===== config.mk =====
export PLATFORM = sky130hd
export DESIGN_NAME = sa_operand_feeder
export DESIGN_NICKNAME = d
export VERILOG_FILES = /design/src/rtl/sa_operand_feeder.sv
export SDC_FILE = /design/constraint.sdc
export NUM_CORES = 1
export LEC_CHECK = 0
export ABC_CLOCK_PERIOD_IN_PS = 3200
export CAP_MARGIN = 40
export CORE_MARGIN = 2
export CORE_UTILIZATION = 48
export DETAILED_ROUTE_END_ITERATION = 6
export GPL_TIMING_DRIVEN = 1
export PLACE_DENSITY = 0.76
export REMOVE_ABC_BUFFERS = 1
export SYNTH_ARGS = -nofsm -noshare
export SYNTH_HDL_FRONTEND = slang
export SYNTH_SLANG_ARGS = --single-unit

===== constraint.sdc =====
create_clock -name CLK -period 3.2 [get_ports CLK]
set_input_delay 0.64 -clock CLK [delete_from_list [all_inputs] [get_ports CLK]]
set_output_delay 0.64 -clock CLK [all_outputs]
set_load 0.02 [all_outputs]

===== src/rtl/sa_operand_feeder.sv =====
// Operand edge feeder for one side of the INT8 systolic array.
// Accepts packed operand vectors over valid/ready, skews lane i by i cycles
// so matching operands meet inside the PEs, and sequences the array's
// COMPUTE/FLUSH controls for one tile: stream, skew drain, flush, done.
module sa_operand_feeder #(
    parameter int N_LANES      = 4,
    parameter int OPND_BWIDTH  = 8,
    parameter int K_BWIDTH     = 16,
    parameter int FLUSH_CYCLES = 4
) (
    input  logic                           CLK,
    input  logic                           RSTn,
    input  logic                           STALL,
    input  logic                           START,
    input  logic [K_BWIDTH-1:0]            K_LEN,
    input  logic                           VEC_valid,
    output logic                           VEC_ready,
    input  logic [N_LANES*OPND_BWIDTH-1:0] VEC_data,
    output logic [N_LANES*OPND_BWIDTH-1:0] OPND_out,
    output logic [N_LANES-1:0]             OPND_is_valid_out,
    output logic                           COMPUTE,
    output logic                           FLUSH,
    output logic                           BUSY,
    output logic                           DONE
);

    typedef enum logic [2:0] {
        S_IDLE,
        S_STREAM,
        S_DRAIN,
        S_FLUSH,
        S_DONE
    } state_t;

    localparam logic [K_BWIDTH-1:0] K_ONE      = K_BWIDTH'(1);
    localparam logic [K_BWIDTH-1:0] DRAIN_LAST = K_BWIDTH'(N_LANES - 1);
    localparam logic [K_BWIDTH-1:0] FLUSH_LAST = K_BWIDTH'(FLUSH_CYCLES - 1);

    state_t              r_state;
    state_t              w_state_nxt;
    logic [K_BWIDTH-1:0] r_cnt;
    logic [K_BWIDTH-1:0] w_cnt_nxt;
    logic [K_BWIDTH-1:0] r_k_len;
    logic [K_BWIDTH-1:0] w_k_len_nxt;
    logic                w_xfer;

    // Control registers: state, phase counter and latched tile length.
    always_ff @(posedge CLK or negedge RSTn) begin
        if (!RSTn) begin
            r_state <= S_IDLE;
            r_cnt   <= '0;
            r_k_len <= '0;
        end else begin
            // NOTE: sequential state uses non-blocking assignments so every
            // register samples the pre-edge values, independent of statement order.
            r_state <= w_state_nxt;
            r_cnt   <= w_cnt_nxt;
            r_k_len <= w_k_len_nxt;
        end
    end

    // Next-state and control outputs; a stall keeps every next value equal to the current one.
    always_comb begin
        // NOTE: every signal gets a default before the case so no path leaves
        // one unassigned, which would otherwise infer a latch.
        w_state_nxt = r_state;
        w_cnt_nxt   = r_cnt;
        w_k_len_nxt = r_k_len;
        VEC_ready   = 1'b0;
        COMPUTE     = 1'b0;
        FLUSH       = 1'b0;
        BUSY        = 1'b1;
        DONE        = 1'b0;
        case (r_state)
            S_IDLE: begin
                BUSY = 1'b0;
                if (START && !STALL) begin
                    if (K_LEN != '0) begin
                        w_k_len_nxt = K_LEN;
                        w_cnt_nxt   = '0;
                        w_state_nxt = S_STREAM;
                    end else begin
                        w_state_nxt = S_DONE;
                    end
                end
            end
            S_STREAM: begin
                COMPUTE   = 1'b1;
                VEC_ready = !STALL;
                if (VEC_valid && !STALL) begin
                    if (r_cnt == r_k_len - K_ONE) begin
                        w_cnt_nxt   = '0;
                        w_state_nxt = S_DRAIN;
                    end else begin
                        w_cnt_nxt = r_cnt + K_ONE;
                    end
                end
            end
            S_DRAIN: begin
                COMPUTE = 1'b1;
                if (!STALL) begin
                    if (r_cnt == DRAIN_LAST) begin
                        w_cnt_nxt   = '0;
                        w_state_nxt = S_FLUSH;
                    end else begin
                        w_cnt_nxt = r_cnt + K_ONE;
                    end
                end
            end
            S_FLUSH: begin
                FLUSH = 1'b1;
                if (!STALL) begin
                    if (r_cnt == FLUSH_LAST) begin
                        w_cnt_nxt   = '0;
                        w_state_nxt = S_DONE;
                    end else begin
                        w_cnt_nxt = r_cnt + K_ONE;
                    end
                end
            end
            S_DONE: begin
                DONE = 1'b1;
                if (!STALL) begin
                    w_state_nxt = S_IDLE;
                end
            end
            default: begin
                w_state_nxt = S_IDLE;
            end
        endcase
    end

    assign w_xfer = VEC_valid & VEC_ready;

    genvar gi;
    generate
        for (gi = 0; gi < N_LANES; gi++) begin : g_lane
            logic [OPND_BWIDTH-1:0] r_data [0:gi];
            logic [gi:0]            r_vld;

            // Lane delay line of depth gi+1; bubbles carry zero data with valid low.
            always_ff @(posedge CLK or negedge RSTn) begin
                if (!RSTn) begin
                    // NOTE: these arrays are plain flops, not RAM, so resetting them
                    // is cheap and guarantees clean operands and valids after reset.
                    for (int j = 0; j <= gi; j++) begin
                        r_data[j] <= '0;
                    end
                    r_vld <= '0;
                end else if (!STALL) begin
                    r_data[0] <= w_xfer ? VEC_data[gi*OPND_BWIDTH +: OPND_BWIDTH] : '0;
                    r_vld[0]  <= w_xfer;
                    for (int j = 1; j <= gi; j++) begin
                        r_data[j] <= r_data[j-1];
                        r_vld[j]  <= r_vld[j-1];
                    end
                end
            end

            assign OPND_out[gi*OPND_BWIDTH +: OPND_BWIDTH] = r_data[gi];
            assign OPND_is_valid_out[gi]                   = r_vld[gi];
        end
    endgenerate

endmodule


==> reports/qor.yml, run 1 <==
final_layout:
  nets: 606
  final_common_cell: "dfrtp_1"
  drive_gt1_share_pct: 25.2
  final_cell_mix: "119 x dfrtp_1, 91 x clkdlybuf4s50_1, 70 x mux2_2, 34 x a22o_1, 22 x nor4_1"
  n_antenna_cell: 0
  area_growth_pct: 29.8
sta:
  period_minus_slack_ns: 3.13
  worst_pin_slew_ns: 0.601
  grt_setup_unrepaired: "yes"
  min_period_over_period_pct: 97.9
  fmax_ghz: 0.319
  relSlewSlack_pct: 59.8
  setup_slack_ns: 0.0674
  slew_viol_final: 0
  finalHoldViolCount: 0
  fin_skew_ns: 0.00808
  finalSetupViolations: 0
  totalNegativeSetupSlack_ns: 0
clock_network:
  cts_max_level: 4
  cts_tree: "yes"
  numCtsBuffers: 17
  cts_sinks: 119
  insertion_delay_ns: 0.41
  clockBufferDepth: 2
  cts_root_buf: "clkbuf_16"
  clkTransAtPathRegs_ns: 0.06
logic_synthesis:
  synth_seq_cells: 119
  synth_area_leaders: "dfrtp_1 53%, mux2_2 14%, a22o_1 5.3%"
  synth_top_cell_by_area: "dfrtp_1"
  synthDominantCellAreaShare_pct: 53.2
  syn_area_per_cell_um2: 11.9
  syn_inst: 469
  syn_area_um2: 5600
  synth_seq_area_share_pct: 53.2
  yosysWarnings: 0
  synth-edff-count: 0
  ys_async_sr_fraction_pct: 100
  yosysUniqueCellTypes: 50
  synth_flop_cell: "dfrtp_1"
grt:
  grt_start_max_net_pins: 73
  grt_pass1_vias: 4449
  grt-ovfl-total: 0
  antenna_found_initial: 0
  grt_pass1_wl_mm: 21.2
  grt_use_total_pct: 21.0
drt:
  via_per_inst: 5.67
  drt-initial-drc-count: 240
  wirelength_mm: 12.2
  drc_errors: 0
  drtPass1Iterations: 4
  antenna_left: 0
  wire_per_inst_um: 17.2
  vias: 4009
hold_path:
  hp-class: "input port to async pin"
floorplanning:
  io_pins: 94
  die_h_um: 112
  core_area_um2: 11400
  die_area_um2: 12500
  start_util_pct: 49.0
  rows: 39
  chipWidth_um: 112
place:
  numPortBuffers: 93
  dp_slack_ns: 0.0309
  hpwl_mm: 8.32
  gp_congestion: 0.841
power:
  leakage_nw: 3.27
  peakVddDrop_v: 0.000378
  power.density_nw_per_um2: 782
setup_path:
  critPathKind: "flop to flop"
  start_kind: "flop"
  path_max_fanout: 3
  arrival_ns: 3.42
  worst_setup_path_end_kind: "flop"
  required_ns: 3.49
outcome:
  status: "completed"
flow_run:
  cap_viol_max_count: 0
## power breakdown
part | internal [mW] | switching [mW]
combinational | 0.872 | 0.835
clock | 1.19 | 0.710
sequential | 1.79 | 0.274
## flip-flops by register name (all words and copies together), names as in the netlist
| register | cells |
|---|---|
| g_lane.r_vld | 4 |
| g_lane.r_data | 56 |
| r_cnt | 16 |
| r_state | 3 |
| OPND_out | 24 |
| r_k_len | 16 |
## worst paths after layout
kind | end | startpoint | cells past startpoint | slack [ns]
worst min-delay path | r_cnt[9]$_DFFE_PN0P_ | RSTn | 1 | 0.20
max in group asynchronous | r_k_len[12]$_DFFE_PN0P_ | RSTn | 2 | 2.29
min in group CLK | g_lane[3].r_data[13]$_DFFE_PN0N_ | g_lane[3].r_data[21]$_DFFE_PN0N_ | 1 | 0.50
worst max register to register | r_state[0]$_DFFE_PN0P_ | r_k_len[0]$_DFFE_PN0P_ | 9 | 0.07
worst min register to register | g_lane[3].r_data[13]$_DFFE_PN0N_ | g_lane[3].r_data[21]$_DFFE_PN0N_ | 1 | 0.50
worst max-delay path | r_state[0]$_DFFE_PN0P_ | r_k_len[0]$_DFFE_PN0P_ | 9 | 0.07
## cell usage after synthesis, drive strengths merged, types with 2 or more instances
library cell and number:
a21o 3, xnor2 10, mux2i 2, o21ai 5, or3 7, a32o 4
nand2b 7, clkbuf 27, or2 2, dfrtp 119, ha 2, and2 8
a31oi 2, mux2 70, o22ai 2, a21oi 10, or4 3, nand2 16
nor2 17, xor2 5, and3 11, or4b 2, o31ai 4, nor4bb 2
nor4 22, inv 5, buf 26, nand4 2, a22o 34, nor3 15
nor4b 2, nand3 5, nor3b 3
## stage by stage
stage,instance area [um2],utilization [%],hold slack (ns),instances,total power [mW]
5_1_grt,7260,63.6,0.245,707,6.00
2_1_floorplan,5300,-,0.344,416,3.03
6_report,7260,63.6,0.202,707,5.68
4_1_cts,7180,62.9,0.217,703,5.64
3_5_place_dp,6580,57.6,0.489,671,3.71
3_3_place_gp,6550,57.4,0.483,670,3.64
## logic make-up (layout without fill, tap and decap cells)
kind of cell,after synthesis,after routing,synth area share [%]
AND/OR/NAND/NOR,128,128,13.1
flip-flops,119,119,53.2
AO/OA/AOI/OAI,75,75,10.8
multiplexers,72,72,14.4
buffers and inverters,58,153,5.63
XOR/XNOR,15,15,2.35
adder cells (fa/ha/maj),2,2,0.447
## cell type report
| type | count | area [um2] |
|---|---|---|
| repair buffers | 116 | 1140 |
| well taps | 143 | 179 |
| clock inverters | 13 | 145 |
| inverters | 5 | 21.3 |
| flip-flops and latches | 119 | 2980 |
| fillers | 886 | 4150 |
| multi-input cells | 292 | 2350 |
| clock buffers | 19 | 453 |
## critical path, cell delays in order, from the launching register on
cell and delay [ns]:
dfrtp_1 0.37, or4_4 0.54, or3_4 0.34, or4_1 0.47, a221o_1 0.36, a2111oi_4 0.38, buf_4 0.17, buf_4 0.11
mux2i_1 0.19, nand2_1 0.07
## what timing repair did
action                                  in CTS  in global routing
hold buffers                                 0                  0
endpoints found under the setup margin       0                 19
resized for setup                            0                 15
setup buffers                                0                  3
## layer usage
layer / wire length [um] / vias up / global-route usage, %
li1: - / 1876 / -
met1: 4920 / 1993 / 24.7
met2: 6180 / 123 / 35.7
met3: 951 / 17 / 7.62
met4: 129 / 0 / 7.40
met5: 0 / - / 0
Note: power is estimated with default switching activity, not from simulation.
==> run 2: changes to the inputs <==
ABC_CLOCK_PERIOD_IN_PS = 3580   (was 3200)
CORE_UTILIZATION = 53   (was 48)
PLACE_DENSITY = 0.8   (was 0.76)
clock period = 3.58 ns   (was 3.2 ns; I/O delays follow)
==> run 2 against run 1 <==
Effect of this change: power decreased by 14%; die area decreased by 9.1%; largest power group unchanged; combinational power down 18%; register-to-register slack improved by 0.18 ns; highest routed layer unchanged; design area is 3.0% lower; critical path type unchanged.
==> reports/qor.yml, run 2 (same netlist as run 1, synthesis figures left out) <==
outcome:
  status: "completed"
sta:
  period_minus_slack_ns: 3.33  # +0.202 ns
  slew_viol_final: 0  # unchanged
  relSlewSlack_pct: 44.9  # -15 points
  min_period_over_period_pct: 93.1  # -4.7 points
  totalNegativeSetupSlack_ns: 0  # unchanged
  fmax_ghz: 0.300  # -6.1%
  fin_skew_ns: 0.00598  # -0.00210 ns
  holdWs_ns: 0.323  # +0.121 ns
  finalSetupViolations: 0  # unchanged
  worst_pin_slew_ns: 0.826  # +0.225 ns
  grt_setup_unrepaired: "no"
  finalHoldViolCount: 0  # unchanged
final_layout:
  area_growth_pct: 26.0
  final_common_cell: "dfrtp_1"
  largest_reg_flops: 56  # unchanged
  final_cell_mix: "119 x dfrtp_1, 91 x clkdlybuf4s50_1, 70 x mux2_2, 34 x a22o_1, 22 x nor4_1"
  n_antenna_cell: 0  # unchanged
  fillerInstances: 761  # -14%
  nets: 591  # -2.5%
  stdcell_count: 684  # -3.3%
  top_register: "g_lane.r_data"
  multi_input_area_um2: 2300  # -2.0%
  drive_gt1_share_pct: 21.4  # -3.8 points
  seq_area_um2: 2980  # unchanged
setup_path:
  path_delay_family: "simple AND/OR/NAND/NOR gates"
  path_max_fanout: 8  # +5
  worst_setup_path_end_kind: "flop"
  r2r-start: "r_k_len[5]$_DFFE_PN0P_"
  setup.worst_path.end: "r_cnt[14]$_DFFE_PN0P_"
  crit_start: "r_k_len[5]$_DFFE_PN0P_"
  critPathMostFrequentCell: "or3_1"
  slowest_stage: "or3_1"
  path_buf_inv: 0  # -2
  rr_endpoint: "r_cnt[14]$_DFFE_PN0P_"
  worstPathCellList: "or3_1 > or3_1 > or4_1 > a221o_1 > a2111oi_4 > nand2b_1 > a32o_1"
  arrival_ns: 3.72  # +0.30 ns
  required_ns: 3.97  # +0.48 ns
  cp_num_cells: 7  # -2
  r2r_slack_ns: 0.25  # +0.18 ns
  critPathKind: "flop to flop"
  start_kind: "flop"
  reg2regPathDepth: 7  # -2
  cpPeakStageDelay_ns: 0.51  # -0.03 ns
hold_path:
  hp-class: "input port to async pin"
power:
  leakage_nw: 3.17  # -3.1%
  power.density_nw_per_um2: 695  # -11%
  peakVddDrop_v: 0.000464  # +23%
  p_int_mw: 3.34  # -13%
  combPwrFrac_pct: 28.6  # -1.5 points
  switching_share_pct: 31.7  # -0.31 points
  p_sw_mw: 1.55  # -15%
  clkPwrFrac_pct: 33.3  # -0.2 points
  power_frac_seq_pct: 38.1  # +1.7 points
floorplanning:
  chipWidth_um: 107  # -4.7%
  core_area_um2: 10300  # -10%
  rows: 37  # -5.1%
  die_h_um: 107  # -4.7%
  io_pins: 94  # unchanged
  die_area_um2: 11400  # -9.1%
  start_util_pct: 54.5  # +5.4 points
grt:
  grt_start_max_net_pins: 67  # -8.2%
  antenna_found_initial: 0  # unchanged
  grt-ovfl-total: 0  # unchanged
  grt_use_total_pct: 22.6  # +1.6 points
  grt_pass1_wl_mm: 20.2  # -4.6%
  grt_pass1_vias: 4246  # -4.6%
clock_network:
  clkTransAtPathRegs_ns: 0.06  # about the same
  cts_root_buf: "clkbuf_8"
  numCtsBuffers: 17  # unchanged
  insertion_delay_ns: 0.51  # +0.10 ns
  cts_sinks: 119  # unchanged
  cts_hold_buffers: 0  # unchanged
  postCtsSetupBuffers: 0  # unchanged
  cts_tree: "yes"
  cts_resized: 0  # unchanged
  clockBufferDepth: 2  # unchanged
  cts_max_level: 4  # unchanged
place:
  gp_congestion: 0.886  # +5.4%
  numPortBuffers: 93  # unchanged
  hpwl_mm: 8.07  # -2.9%
  dp.cells: 653  # -2.7%
drt:
  vias: 3975  # -0.85%
  antenna_left: 0  # unchanged
  wire_per_inst_um: 17.6  # +1.9%
  wirelength_mm: 12.0  # -1.4%
  drt-initial-drc-count: 198  # -18%
  drtPass1Iterations: 4  # unchanged
  via_per_inst: 5.81  # +2.5%
  drc_errors: 0  # unchanged
flow_run:
  cap_viol_max_count: 0  # unchanged
[run 2: cell count changes in the layout (fill, tap and decap cells not counted), moves of 2 or more]
cell,change
inv_1,+2
buf_6,-2
inv_6,-3
buf_4,-12
or3_1,+2
clkbuf_8,+2
or3_4,-2
[run 2: power groups by stage]
stage	clock network, mW	logic, mW	registers [mW]
CTS	1.66	1.40	1.86
detailed placement	0	1.39	1.88
global route	1.71	1.53	1.91
finish	1.63	1.40	1.87
global placement	0	1.35	1.87
floorplan	0	0.817	1.89
[run 2: per-stage QoR]
stage / setup slack, ns / utilization [%] / area (um2) / total power [mW]
after floorplan: 0.290 / - / 5300 / 2.71
after global placement: 0.350 / 62.9 / 6470 / 3.21
after detailed placement: 0.285 / 62.9 / 6470 / 3.27
after CTS: 0.262 / 68.6 / 7050 / 4.93
after global routing: 0.111 / 68.6 / 7050 / 5.15
final: 0.245 / 68.6 / 7050 / 4.90
[run 2: worst min path at each step]
| stage | startpoint | endpoint | slack, ns | cells after the start |
|---|---|---|---|---|
| global route | RSTn | r_cnt[9]$_DFFE_PN0P_ | 0.38 | 1 |
| floorplan | RSTn | OPND_out[10]$_DFFE_PN0N_ | 0.42 | 0 |
| global placement | g_lane[3].r_data[12]$_DFFE_PN0N_ | g_lane[3].r_data[12]$_DFFE_PN0N_ | 0.48 | 1 |
| detailed placement | g_lane[3].r_data[8]$_DFFE_PN0N_ | g_lane[3].r_data[8]$_DFFE_PN0N_ | 0.49 | 1 |
| CTS | RSTn | r_cnt[9]$_DFFE_PN0P_ | 0.32 | 1 |
| finish | RSTn | r_cnt[9]$_DFFE_PN0P_ | 0.32 | 1 |
[run 2: layer usage]
metal | global-route usage, % | vias to the layer above | routed length, um
li1 | - | 1841 | -
met1 | 27.6 | 1982 | 4800
met2 | 38.5 | 135 | 6080
met3 | 7.54 | 17 | 952
met4 | 6.03 | 0 | 178
met5 | 0 | - | 0
[run 2: cell type report]
cell class | count | area share [%]
multi-input combinational | 292 | 32.7
sequential | 119 | 42.2
inverter | 5 | 0.266
tap | 136 | 2.41
clock buffer | 20 | 6.46
clock inverter | 11 | 1.77
timing repair buffer | 101 | 14.2
==> run 3: changes to the inputs <==
REMOVE_ABC_BUFFERS = not set   (was 1)
SETUP_SLACK_MARGIN = 0.2   (was not set)
==> run 3 against run 2 <==
Effect of this change: power up 2.3%; cell count unchanged; core utilization up 0.23 points; design area up 0.34%; sequential power about the same; critical path type unchanged; largest power group unchanged; highest routed layer unchanged.
==> reports/qor.yml, run 3 (same netlist as run 1, synthesis figures left out) <==
outcome:
  status: "completed"
floorplanning:
  die_area_um2: 11400  # unchanged
  die_h_um: 107  # unchanged
  core_area_um2: 10300  # unchanged
  io_pins: 94  # unchanged
  start_util_pct: 54.5  # unchanged
  rows: 37  # unchanged
  chipWidth_um: 107  # unchanged
setup_path:
  path_delay_family: "simple AND/OR/NAND/NOR gates"
  crit_start: "r_k_len[2]$_DFFE_PN0P_"
  worstPathCellList: "or4_4 > or3_1 > or4_1 > a221o_1 > a2111oi_4 > nand2b_1 > a32o_1"
  start_kind: "flop"
  r2r-start: "r_k_len[2]$_DFFE_PN0P_"
  cp_num_cells: 7  # unchanged
  rr_endpoint: "r_cnt[1]$_DFFE_PN0P_"
  arrival_ns: 3.62  # -0.10 ns
  path_max_fanout: 8  # unchanged
  setup.worst_path.end: "r_cnt[1]$_DFFE_PN0P_"
  worst_setup_path_end_kind: "flop"
  r2r_slack_ns: 0.35  # +0.10 ns
  critPathKind: "flop to flop"
  required_ns: 3.97  # about the same
  path_buf_inv: 0  # unchanged
  slowest_stage: "or4_4"
  cpPeakStageDelay_ns: 0.56  # +0.05 ns
  reg2regPathDepth: 7  # unchanged
final_layout:
  final_common_cell: "dfrtp_1"
  drive_gt1_share_pct: 21.0  # -0.36 points
  top_register: "g_lane.r_data"
  nets: 590  # -0.17%
  largest_reg_flops: 56  # unchanged
  final_cell_mix: "119 x dfrtp_1, 91 x clkdlybuf4s50_1, 70 x mux2_2, 34 x a22o_1, 22 x nor4_1"
  n_antenna_cell: 0  # unchanged
  area_growth_pct: 26.4
  post-route-util_pct: 68.8  # +0.23 points
sta:
  finalHoldViolCount: 0  # unchanged
  worst_pin_slew_ns: 0.912  # +0.0855 ns
  period_minus_slack_ns: 3.23  # -0.102 ns
  grt_setup_unrepaired: "no"
  finalSetupViolations: 0  # unchanged
  min_period_over_period_pct: 90.3  # -2.9 points
  totalNegativeSetupSlack_ns: 0  # unchanged
  holdWs_ns: 0.271  # -0.0521 ns
  fmax_ghz: 0.309  # +3.2%
  slew_viol_final: 0  # unchanged
  relSlewSlack_pct: 39.2  # -5.7 points
  fin_skew_ns: 0.00772  # +0.00174 ns
hold_path:
  hp-class: "input port to async pin"
grt:
  grt-ovfl-total: 0  # unchanged
  grt_use_total_pct: 22.9  # +0.33 points
  antenna_found_initial: 0  # unchanged
  grt_pass1_vias: 4136  # -2.6%
  grt_pass1_wl_mm: 20.2  # unchanged
  grt_start_max_net_pins: 120  # +79%
logic_synthesis:
  syn_nets: 524
drt:
  wirelength_mm: 12.3  # +2.1%
  vias: 3975  # unchanged
  via_per_inst: 5.81  # unchanged
  drtPass1Iterations: 5  # +1
  antenna_left: 0  # unchanged
  wire_per_inst_um: 17.9  # +2.1%
  drc_errors: 0  # unchanged
  drt-initial-drc-count: 213  # +7.6%
place:
  gp_congestion: 0.877  # -1.0%
  numPortBuffers: 93  # unchanged
  hpwl_mm: 8.09  # +0.28%
clock_network:
  cts_sinks: 119  # unchanged
  numCtsBuffers: 17  # unchanged
  postCtsSetupBuffers: 0  # unchanged
  cts_hold_buffers: 0  # unchanged
  cts_max_level: 4  # unchanged
  clkTransAtPathRegs_ns: 0.06  # about the same
  cts_root_buf: "clkbuf_8"
  insertion_delay_ns: 0.51  # about the same
  cts_tree: "yes"
  clockBufferDepth: 2  # unchanged
flow_run:
  cap_viol_max_count: 0  # unchanged
power:
  leakage_nw: 3.18  # +0.19%
  power.density_nw_per_um2: 708  # +1.9%
  peakVddDrop_v: 0.000461  # -0.63%
[run 3: cell types whose count changed in the layout (fill, tap and decap cells not counted), moves of 2 or more]
cell | before | now
clkbuf_1 | 0 | 3
clkbuf_8 | 4 | 2
clkinv_4 | 4 | 2
buf_4 | 9 | 7
bufinv_16 | 2 | 4
[run 3: how the worst min path moves through the flow]
stage	start	endpoint	slack (ns)	cells past startpoint
6_report	RSTn	r_cnt[10]$_DFFE_PN0P_	0.27	2
2_1_floorplan	RSTn	OPND_out[10]$_DFFE_PN0N_	0.42	0
5_1_grt	RSTn	r_cnt[7]$_DFFE_PN0P_	0.34	2
3_3_place_gp	g_lane[2].r_data[8]$_DFFE_PN0N_	OPND_out[16]$_DFFE_PN0N_	0.48	1
3_5_place_dp	g_lane[3].r_data[23]$_DFFE_PN0N_	g_lane[3].r_data[15]$_DFFE_PN0N_	0.49	1
4_1_cts	RSTn	r_cnt[10]$_DFFE_PN0P_	0.30	2
[run 3: area by class of cell]
type                            instances  area (um2)
Inverter                                5        18.8
Clock inverter                         11         171
Tap cell                              136         170
Fill cell                             732        3200
Sequential cell                       119        2980
Clock buffer                           21         439
Timing Repair Buffer                  100         988
Multi-Input combinational cell        292        2310
[run 3: report_power, final]
| group | internal, mW | switching (mW) | leakage, nW |
|---|---|---|---|
| registers | 1.60 | 0.266 | 1.61 |
| logic | 0.698 | 0.691 | 1.28 |
| clock network | 1.15 | 0.601 | 0.293 |
[run 3: worst reg2reg max path, stage by stage, from the launching register on]
cell	delay, ns
dfrtp_1	0.45
or4_4	0.56
or3_1	0.35
or4_1	0.50
a221o_1	0.39
a2111oi_4	0.32
nand2b_1	0.24
a32o_1	0.31
[run 3: layer usage]
metal | up-vias | track usage, % | part of all wire (%)
met4 | 0 | 7.79 | 1.7
met1 | 1966 | 28.8 | 43
met5 | - | 0 | 0
met3 | 20 | 9.36 | 7.6
li1 | 1856 | - | -
met2 | 133 | 36.0 | 48
[run 3: what timing repair did]
action | in CTS | in global routing
setup endpoints to repair | 9 | 16
hold endpoints to repair | 0 | 0
pin swaps | 0 | 1
resized for setup | 1 | 0
[run 3: through the flow]
step	total power [mW]	area [um2]	worst slack, ns	instances
2_1_floorplan	2.81	5600	0.402	469
3_3_place_gp	3.19	6460	0.289	652
3_5_place_dp	3.25	6460	0.188	652
4_1_cts	5.04	7070	0.279	684
5_1_grt	5.26	7070	0.204	684
6_report	5.01	7070	0.348	684
